==> config.mk <==
export PLATFORM = sky130hd
export DESIGN_NAME = window_scan_sequencer
export DESIGN_NICKNAME = d
export VERILOG_FILES = /design/src/rtl/nn_geometry_pkg.sv /design/src/rtl/window_scan_sequencer.sv
export SDC_FILE = /design/constraint.sdc
export NUM_CORES = 1
export LEC_CHECK = 0
export CAP_MARGIN = 10
export CORE_MARGIN = 5
export CORE_UTILIZATION = 42
export DETAILED_ROUTE_END_ITERATION = 8
export PLACE_DENSITY = 0.68
export SLEW_MARGIN = 20
export SYNTH_ARGS = -nofsm -noshare
export SYNTH_HDL_FRONTEND = slang
export SYNTH_SLANG_ARGS = --single-unit
==> constraint.sdc <==
create_clock -name clock -period 2.2 [get_ports clock]
set_clock_uncertainty 0.15 [all_clocks]
set_input_delay 0.44 -clock clock [delete_from_list [all_inputs] [get_ports clock]]
set_output_delay 0.44 -clock clock [all_outputs]
set_load 0.02 [all_outputs]
==> src/rtl/nn_geometry_pkg.sv <==
// -----------------------------------------------------------------------------
// nn_geometry_pkg
// Shared geometry constants and the scan-sequencer state type for the
// convolution front end.
//   IMG_DIM   : square input image side (pixels)
//   QUAD_DIM  : quadrant side (pixels)
//   WIN_DIM   : window side and stride (pixels)
//   QUADRANTS : number of quadrants per image
// -----------------------------------------------------------------------------
package nn_geometry_pkg;

   localparam int IMG_DIM   = 12;
   localparam int QUAD_DIM  = 6;
   localparam int WIN_DIM   = 3;
   localparam int QUADRANTS = 4;

   typedef enum logic [1:0] {
      IDLE = 2'd0,
      LOAD = 2'd1,
      SCAN = 2'd2,
      DONE = 2'd3
   } scan_state_t;

endpackage : nn_geometry_pkg

==> src/rtl/window_scan_sequencer.sv <==
// -----------------------------------------------------------------------------
// window_scan_sequencer
// Walks a 12x12 image as four 6x6 quadrants (TL, TR, BL, BR), each split into
// 2x2 non-overlapping 3x3 windows, and drives column_index_counter.
// Ports:
//   clock       in   rising-edge clock
//   reset       in   asynchronous active-high reset, forces IDLE
//   start       in   one-cycle scan request, honoured only in IDLE
//   pixel_ready in   image buffer can deliver a pixel (low = stall)
//   en          out  one pixel consumed this cycle
//   clear       out  reload column counter with the quadrant base
//   new_row     out  last column of a window row
//   new_vector  out  last pixel of a 3x3 window
//   quadrant    out  current quadrant (00 TL, 01 TR, 10 BL, 11 BR)
//   row_index   out  pixel row 0..11
//   busy        out  high during LOAD/SCAN
//   done        out  one-cycle pulse after the last pixel of the image
// -----------------------------------------------------------------------------
module window_scan_sequencer
   import nn_geometry_pkg::*;
(
   input  logic       clock,
   input  logic       reset,
   input  logic       start,
   input  logic       pixel_ready,
   output logic       en,
   output logic       clear,
   output logic       new_row,
   output logic       new_vector,
   output logic [1:0] quadrant,
   output logic [3:0] row_index,
   output logic       busy,
   output logic       done
);

   localparam logic [1:0] LAST_IDX  = 2'(WIN_DIM - 1);
   localparam logic [1:0] LAST_QUAD = 2'(QUADRANTS - 1);

   scan_state_t state;
   logic [1:0]  j;     // column within window
   logic [1:0]  r;     // row within window
   logic        wc;    // window column within quadrant
   logic        wr;    // window row within quadrant

   logic last_col;
   logic last_row;

   assign last_col = (j == LAST_IDX);
   assign last_row = (r == LAST_IDX);

   // The strobes must follow pixel_ready in the same cycle, so they are decoded
   // from the registered state rather than registered themselves. Every strobe
   // is gated by en: the counter clears on new_vector even without en.
   always_comb begin
      en         = (state == SCAN) && pixel_ready;
      new_row    = en && last_col;
      new_vector = en && last_col && last_row;
      clear      = (state == LOAD);
      busy       = (state == LOAD) || (state == SCAN);
      done       = (state == DONE);
   end

   // Pixel row = quadrant row base + window row base + row within window.
   assign row_index = (quadrant[1] ? 4'(QUAD_DIM) : 4'd0)
                    + (wr ? 4'(WIN_DIM) : 4'd0)
                    + {2'b00, r};

   always_ff @(posedge clock or posedge reset) begin
      if (reset) begin
         state    <= IDLE;
         j        <= 2'd0;
         r        <= 2'd0;
         wc       <= 1'b0;
         wr       <= 1'b0;
         quadrant <= 2'd0;
      end else begin
         case (state)
            IDLE: begin
               if (start) state <= LOAD;
            end
            LOAD: begin
               state <= SCAN;
            end
            SCAN: begin
               // Nested carry chain: j, r, wc, wr, quadrant. Positions hold
               // while stalled.
               if (en) begin
                  if (!last_col) begin
                     j <= j + 2'd1;
                  end else begin
                     j <= 2'd0;
                     if (!last_row) begin
                        r <= r + 2'd1;
                     end else begin
                        r  <= 2'd0;
                        wc <= ~wc;
                        if (wc) begin
                           wr <= ~wr;
                           if (wr) begin
                              // Quadrant advances before LOAD so clear picks
                              // up the new column base; wraps to 0 on DONE.
                              quadrant <= quadrant + 2'd1;
                              state    <= (quadrant == LAST_QUAD) ? DONE : LOAD;
                           end
                        end
                     end
                  end
               end
            end
            DONE: begin
               state <= IDLE;
            end
            default: begin
               state <= IDLE;
            end
         endcase
      end
   end

endmodule : window_scan_sequencer

==> results of run 1 <==
-- worst register-to-register path, delay by kind of cell, from the launching register on --
family	cells	cell delay (ps)
adders and majority gates	1	240
buffers and inverters	2	200
DFF	1	380
muxes	1	310
and+or+nand+nor	3	370
-- synth_stat cells --
library cell and number:
a31oi_1 1, inv_1 13, nor2_1 1, fa_1 2
nand3_2 1, a2bb2oi_1 1, dfrtp_1 10, a41oi_1 1
xor2_1 1, o21ai_1 3, mux2_4 1, o21ai_0 1
nand2_1 5, nand4b_1 1, a21o_1 1, nor2_4 1
nor3_1 1, nand4b_4 1, nand2b_1 2, ha_1 8
nand3_1 2, xnor2_1 2, or2_1 1, and3_1 1
-- worst max path at each step --
| stage | endpoint | slack, ps | cells past startpoint |
|---|---|---|---|
| after floorplan | row_index[2] | -150 | 7 |
| after global routing | row_index[2] | -580 | 8 |
| final | row_index[2] | -480 | 8 |
| after CTS | row_index[2] | -480 | 8 |
| after detailed placement | row_index[2] | -670 | 8 |
| after global placement | row_index[2] | -620 | 8 |
-- state kept, by name, summed over array words and instances (netlist names) --
| signal | count |
|---|---|
| quadrant | 2 |
| wc | 1 |
| j | 2 |
| r | 2 |
| state | 2 |
| wr | 1 |
-- metrics by stage --
stage	TNS [ps]	util
CTS	-896.1	0.6597
global placement	-2081	0.6227
floorplan	-220.3	-
finish	-941.6	0.6639
global route	-1213	0.6639
detailed placement	-2187	0.6227
-- repair_timing --
item | in CTS | in global routing
endpoints found under the hold margin | 0 | 0
pin swaps | 0 | 1
setup endpoints to repair | 9 | 5
resized for setup | 27 | 3
setup buffers | 2 | 2
-- layout make-up --
type | count | area, sq um
clock buffer | 4 | 36.28
timing repair buffer | 33 | 270.3
fill | 128 | 500.5
sequential | 10 | 251.5
multi-input combinational | 39 | 361.6
inverter | 13 | 48.80
tap | 16 | 20.02
-- cells by family (layout without fill, tap and decap cells) --
| family | after synthesis | in the layout | share of synthesized area |
|---|---|---|---|
| buf+inv | 13 | 50 | 0.07529 |
| mux | 1 | 1 | 0.02316 |
| fa+ha+maj | 10 | 10 | 0.2162 |
| flops | 10 | 10 | 0.3861 |
| simple gates | 17 | 17 | 0.1795 |
| compound gates | 8 | 8 | 0.07915 |
| xor+xnor | 3 | 3 | 0.04055 |
-- power breakdown --
group	internal, mW	leakage, nW	total [mW]	switching, mW
logic	0.337	0.388	0.689	0.352
registers	0.252	0.127	0.309	0.0573
clock network	0.101	0.0210	0.177	0.0758
-- metal layers --
layer	wire (microns)	global-route usage	vias up
li1	-	-	273
met1	642	0.1682	267
met2	662	0.1867	11
met3	36	0.02446	6
met4	53	0.09417	0
met5	0	0	-
==> metrics.md, run 1 <==
| Metric | Value |
|---|---|
| Status | complete, but fails checks |
| Failing checks | setup timing |
| Peak fanout along the critical path | 2 |
| Die area | approximately 0.0024 sq mm |
| Slowest-stage cell, CP | fa_1 |
| Num CTS Buffers | 3 |
| Final std cells w/o fill | between 100 and 150 |
| Share of the synthesized area in the top cell type | 0.3861 |
| Final wirelength | around 1400 microns |
| VDD IR max | between 0.6 and 0.7 mV |
| Most common cell after layout, fill and taps aside | buf_4 |
| Cell area after layout | ~990 sq um |
| FF-to-FF Start | state[0] |
| Tmin final | 2685 ps |
| Via count | around 560 |
| H-tree depth | 1 |
| Max Slew Vio Count | 0 |
| Crit path DAT | 2090 ps |
| Synthesized flop and latch total | 10 |
| Actual slew at the worst max-slew pin | approximately 400 ps |
| Vias in the first global route | approximately 540 |
| DIE HEIGHT | between 40 and 50 microns |
| R2R depth | 7 |
| Mapped Nets | 76 |
| RSZ-0062 raised after global routing | yes |
| ANT nets after route | 0 |
| Placed cell area | just over 900 sq um |
| Area contributors post-synth | dfrtp_1 39%, ha_1 15%, inv_1 7.5%, fa_1 6.2%, nand4b_4 3.7% |
| Synth warnings | 0 |
| Total of max-cap violations | 0 |
| Most frequent cells in the layout | 19 x buf_4, 9 x dfrtp_1, 7 x inv_2, 7 x ha_1 |
| Mapped Area | about 650 sq um |
| I/O pins | 16 |
| Total power draw | roughly 1.2 mW |
| Post-DR vias/cell | 4.843 |
| Dpl ws | -666.5 ps |
| Wire length of the first global-routing pass | ~2400 microns |
| CTS tree | done |
| Drt pass-1 iters | 4 |
| Final #Nets | ~110 |
| Final Hold Viols | 0 |
| CP Capture Type | primary output |
| Detailed placer's ending HPWL | approximately 1100 microns |
| # DRC | 0 |
| Placed cells | approximately 110 |
| Clk sink count | 10 |
| Crit path cell chain | inv_2, fa_1, inv_2, ha_4, inv_2, fa_1, inv_2, buf_6 |
| Initial antenna violation count | 0 |
| Core area | 0.001489 sq mm |
| GRT overflow | 0 |
| Reg-to-reg endpoint | quadrant[1] |
| Ant diodes | 0 |
| Die Width | just under 50 microns |
| Clock buffer depth | 2 |
| Lkg Pwr | approximately 0.54 nW |
| Final setup margin | -484.8 ps |
| Synthesized netlist cell count | 62 |
| Setup crit start | quadrant[1] |
| Slowest cell delay on critical path | between 500 and 600 ps |
| Sequential-to-total area share from yosys stat | 0.3861 |
| Area grow syn2layout | 52.51% |
| Root buffer cell | clkbuf_4 |
| WHS | 283.9 ps |
| Largest net degree at the start of global routing | 11 |
| Mapped Avg Cell Area | around 10 sq um |
| Reg2reg setup slack | 430 ps |
| Placer Congestion | between 0.7 and 0.8 |
| Clk slew on worst S/H paths | ~80 ps |
| P per Cell Area | around 1200 mW/mm^2 |
| Total global-route track usage | 0.1292 |
| Worst skew pair latency | roughly 280 ps |
| Row cnt | 14 |
| Max-slew headroom | 0.7348 |
| Final setup fails | 3 |
| Startpoint Class | register |
| CP dominant cell by count | inv_2 |
| Area leader, netlist | dfrtp_1 |
| Initial drt markers | 14 |
| Buffers on Ports | 15 |
| Req. time, crit path | roughly 1600 ps |
| Buffers and inverters on the worst path | 5 |
| Synth unique cells | 24 |
| Layout cells sized above 1 | 0.4040 |
| Fmax | roughly 370 MHz |
| HP Class | in -> async |
| Top delay family on crit path | adder cells |
| Final period utilization | 1.220 |
| Initial core utilization | 0.4353 |
| DR WL/cell | approximately 12 microns |
| Crit Path Class | reg -> out |
| # hold bufs at CTS | 0 |
No activity file was read; power rests on OpenSTA's default activity.
==> run 2, diff against run 1 <==
--- a/config.mk
+++ b/config.mk
@@ -9,6 +9,8 @@
 export CORE_MARGIN = 5
 export CORE_UTILIZATION = 42
 export DETAILED_ROUTE_END_ITERATION = 8
+export GPL_TIMING_DRIVEN = 0
+export HOLD_SLACK_MARGIN = 0.02
 export PLACE_DENSITY = 0.68
 export SLEW_MARGIN = 20
 export SYNTH_ARGS = -nofsm -noshare
==> run 2 against run 1 <==
  * The run still ends with setup timing left
  * Critical path type unchanged
  * Via count shrank 7.9%
  * Largest cell class unchanged
  * Hold slack gained 15 ps
  * Global-route usage is 1.5 points lower
  * Final area down 8.6%
==> metrics.md, run 2 (same netlist as run 1, synthesis figures left out) <==
| Metric | Value |
|---|---|
| Total power draw | 1.059 mW (-9.9%) |
| Placer Congestion | 0.7510 (-1.2%) |
| Cell area after layout | 903.4 sq um (-8.6%) |
| DR WL/cell | 12.81 microns (+5.7%) |
| Drt pass-1 iters | 3 (-1) |
| Initial drt markers | 6 (-8) |
| Die area | 0.002429 sq mm (unchanged) |
| Final setup fails | 3 (unchanged) |
| HP Class | in -> async |
| GRT overflow | 0 (unchanged) |
| Wire length of the first global-routing pass | 2242 microns (-6.3%) |
| Util after Layout | 0.6067 (-0.05714) |
| VDD IR max | 0.5867 mV (-16%) |
| Most common cell after layout, fill and taps aside | buf_4 |
| Placed cell area | 822.0 sq um (-11%) |
| Req. time, crit path | 1610 ps (about the same) |
| ANT nets after route | 0 (unchanged) |
| Failing checks | setup timing |
| Final period utilization | 1.205 (-0.01509) |
| Initial antenna violation count | 0 (unchanged) |
| Peak fanout along the critical path | 2 (unchanged) |
| H-tree depth | 1 (unchanged) |
| Most frequent cells in the layout | 8 x buf_4, 7 x inv_2, 7 x clkdlybuf4s50_1, 7 x dfrtp_1 |
| Final wirelength | 1332 microns (-4.4%) |
| # DRC | 0 (unchanged) |
| Clk sink count | 10 (unchanged) |
| Initial core utilization | 0.4353 (unchanged) |
| Placed cells | 93 (-13%) |
| DIE HEIGHT | 49.28 microns (unchanged) |
| Total of max-cap violations | 0 (unchanged) |
| Actual slew at the worst max-slew pin | 379.0 ps (-18.35 ps) |
| Status | complete, but fails checks |
| Startpoint Class | register |
| Post-DR vias/cell | 4.933 (+1.8%) |
| Ant diodes | 0 (unchanged) |
| WHS | 299.2 ps (+15.26 ps) |
| Row cnt | 14 (unchanged) |
| Num CTS Buffers | 3 (unchanged) |
| Clk slew on worst S/H paths | 60 ps (-20 ps) |
| CP Capture Type | primary output |
| Detailed placer's ending HPWL | 977 microns (-8.4%) |
| Buffers on Ports | 15 (unchanged) |
| Total global-route track usage | 0.1141 (-0.01505) |
| Final std cells w/o fill | 104 (-9.6%) |
| Tmin final | 2652 ps (-33.20 ps) |
| Fmax | 377.1 MHz (+1.3%) |
| Max-slew headroom | 0.7471 (+0.01225) |
| Reg-to-reg endpoint | quadrant[1] |
| Layout cells sized above 1 | 0.3523 (-0.05177) |
| Via count | 513 (-7.9%) |
| Core area | 0.001489 sq mm (unchanged) |
| Final setup margin | -451.6 ps (+33.20 ps) |
| RSZ-0062 raised after global routing | yes |
| Worst skew pair latency | 260 ps (-20 ps) |
| Area grow syn2layout | 39.38% |
| I/O pins | 16 (unchanged) |
| Max Slew Vio Count | 0 (unchanged) |
| Largest net degree at the start of global routing | 11 (unchanged) |
| Setup tns final | -811.2 ps (+130.4 ps) |
| R2R depth | 6 (-1) |
| Final Hold Viols | 0 (unchanged) |
| CTS tree | done |
| Root buffer cell | clkbuf_4 |
| Crit Path Class | reg -> out |
| FF-to-FF Start | state[0] |
| Crit path DAT | 2060 ps (-30 ps) |
| Dpl ws | -744.2 ps (-77.72 ps) |
| P per Cell Area | 1172 mW/mm^2 (-1.4%) |
| Clock buffer depth | 2 (unchanged) |
| Final #Nets | 103 (-9.6%) |
| Reg2reg setup slack | 430 ps (about the same) |
| Die Width | 49.28 microns (unchanged) |
| Lkg Pwr | 0.4685 nW (-13%) |
| Vias in the first global route | 563 (+3.5%) |
run 2: cell count changes in the layout (fill, tap and decap cells not counted), moves of 2 or more:
| cell | delta |
|---|---|
| buf_4 | -11 |
| buf_2 | +2 |
| clkbuf_2 | -2 |
| dfrtp_1 | -2 |
| dfrtp_2 | +2 |
| dlygate4sd2_1 | -2 |
run 2: metal layers:
metal	track usage	part of all wire	vias up
li1	-	-	254
met1	0.1231	0.40	251
met2	0.2039	0.54	8
met3	0.05505	0.056	0
met4	0.01345	0	0
met5	0	0	-
run 2: timing repair:
action / CTS / global route
endpoints found under the setup margin: 7 / 6
resized for setup: 32 / 3
pin swaps: 2 / 0
hold buffers: 0 / 0
setup buffers: 6 / 1
run 2: layout make-up:
| type | count | area (sq um) |
|---|---|---|
| sequential | 10 | 254.0 |
| inverter | 13 | 48.80 |
| timing repair buffer | 22 | 190.2 |
| clock buffer | 4 | 26.28 |
| multi-input combinational | 39 | 364.1 |
| tap | 16 | 20.02 |
| fill | 133 | 585.6 |
run 2: worst max-delay path by stage:
| stage | start | end | slack [ps] | cells past startpoint |
|---|---|---|---|---|
| after floorplan | quadrant[1] | row_index[2] | -150 | 7 |
| after global placement | wr | row_index[2] | -730 | 8 |
| after detailed placement | wr | row_index[2] | -740 | 8 |
| after CTS | wr | row_index[2] | -450 | 8 |
| after global routing | wr | row_index[2] | -520 | 8 |
| final | wr | row_index[2] | -450 | 8 |
run 2: where the power goes:
| group | switching (mW) | internal (mW) |
|---|---|---|
| clock | 0.0580 | 0.0699 |
| combinational | 0.308 | 0.279 |
| sequential | 0.0879 | 0.256 |
| total | 0.454 | 0.605 |
run 2: critical path, stage by stage, from the launching register on:
cell and delay [ps]:
dfrtp_1 370, inv_2 60, fa_1 540, inv_2 50, ha_4 140, inv_2 50, fa_1 420, inv_2 70
buf_6 110
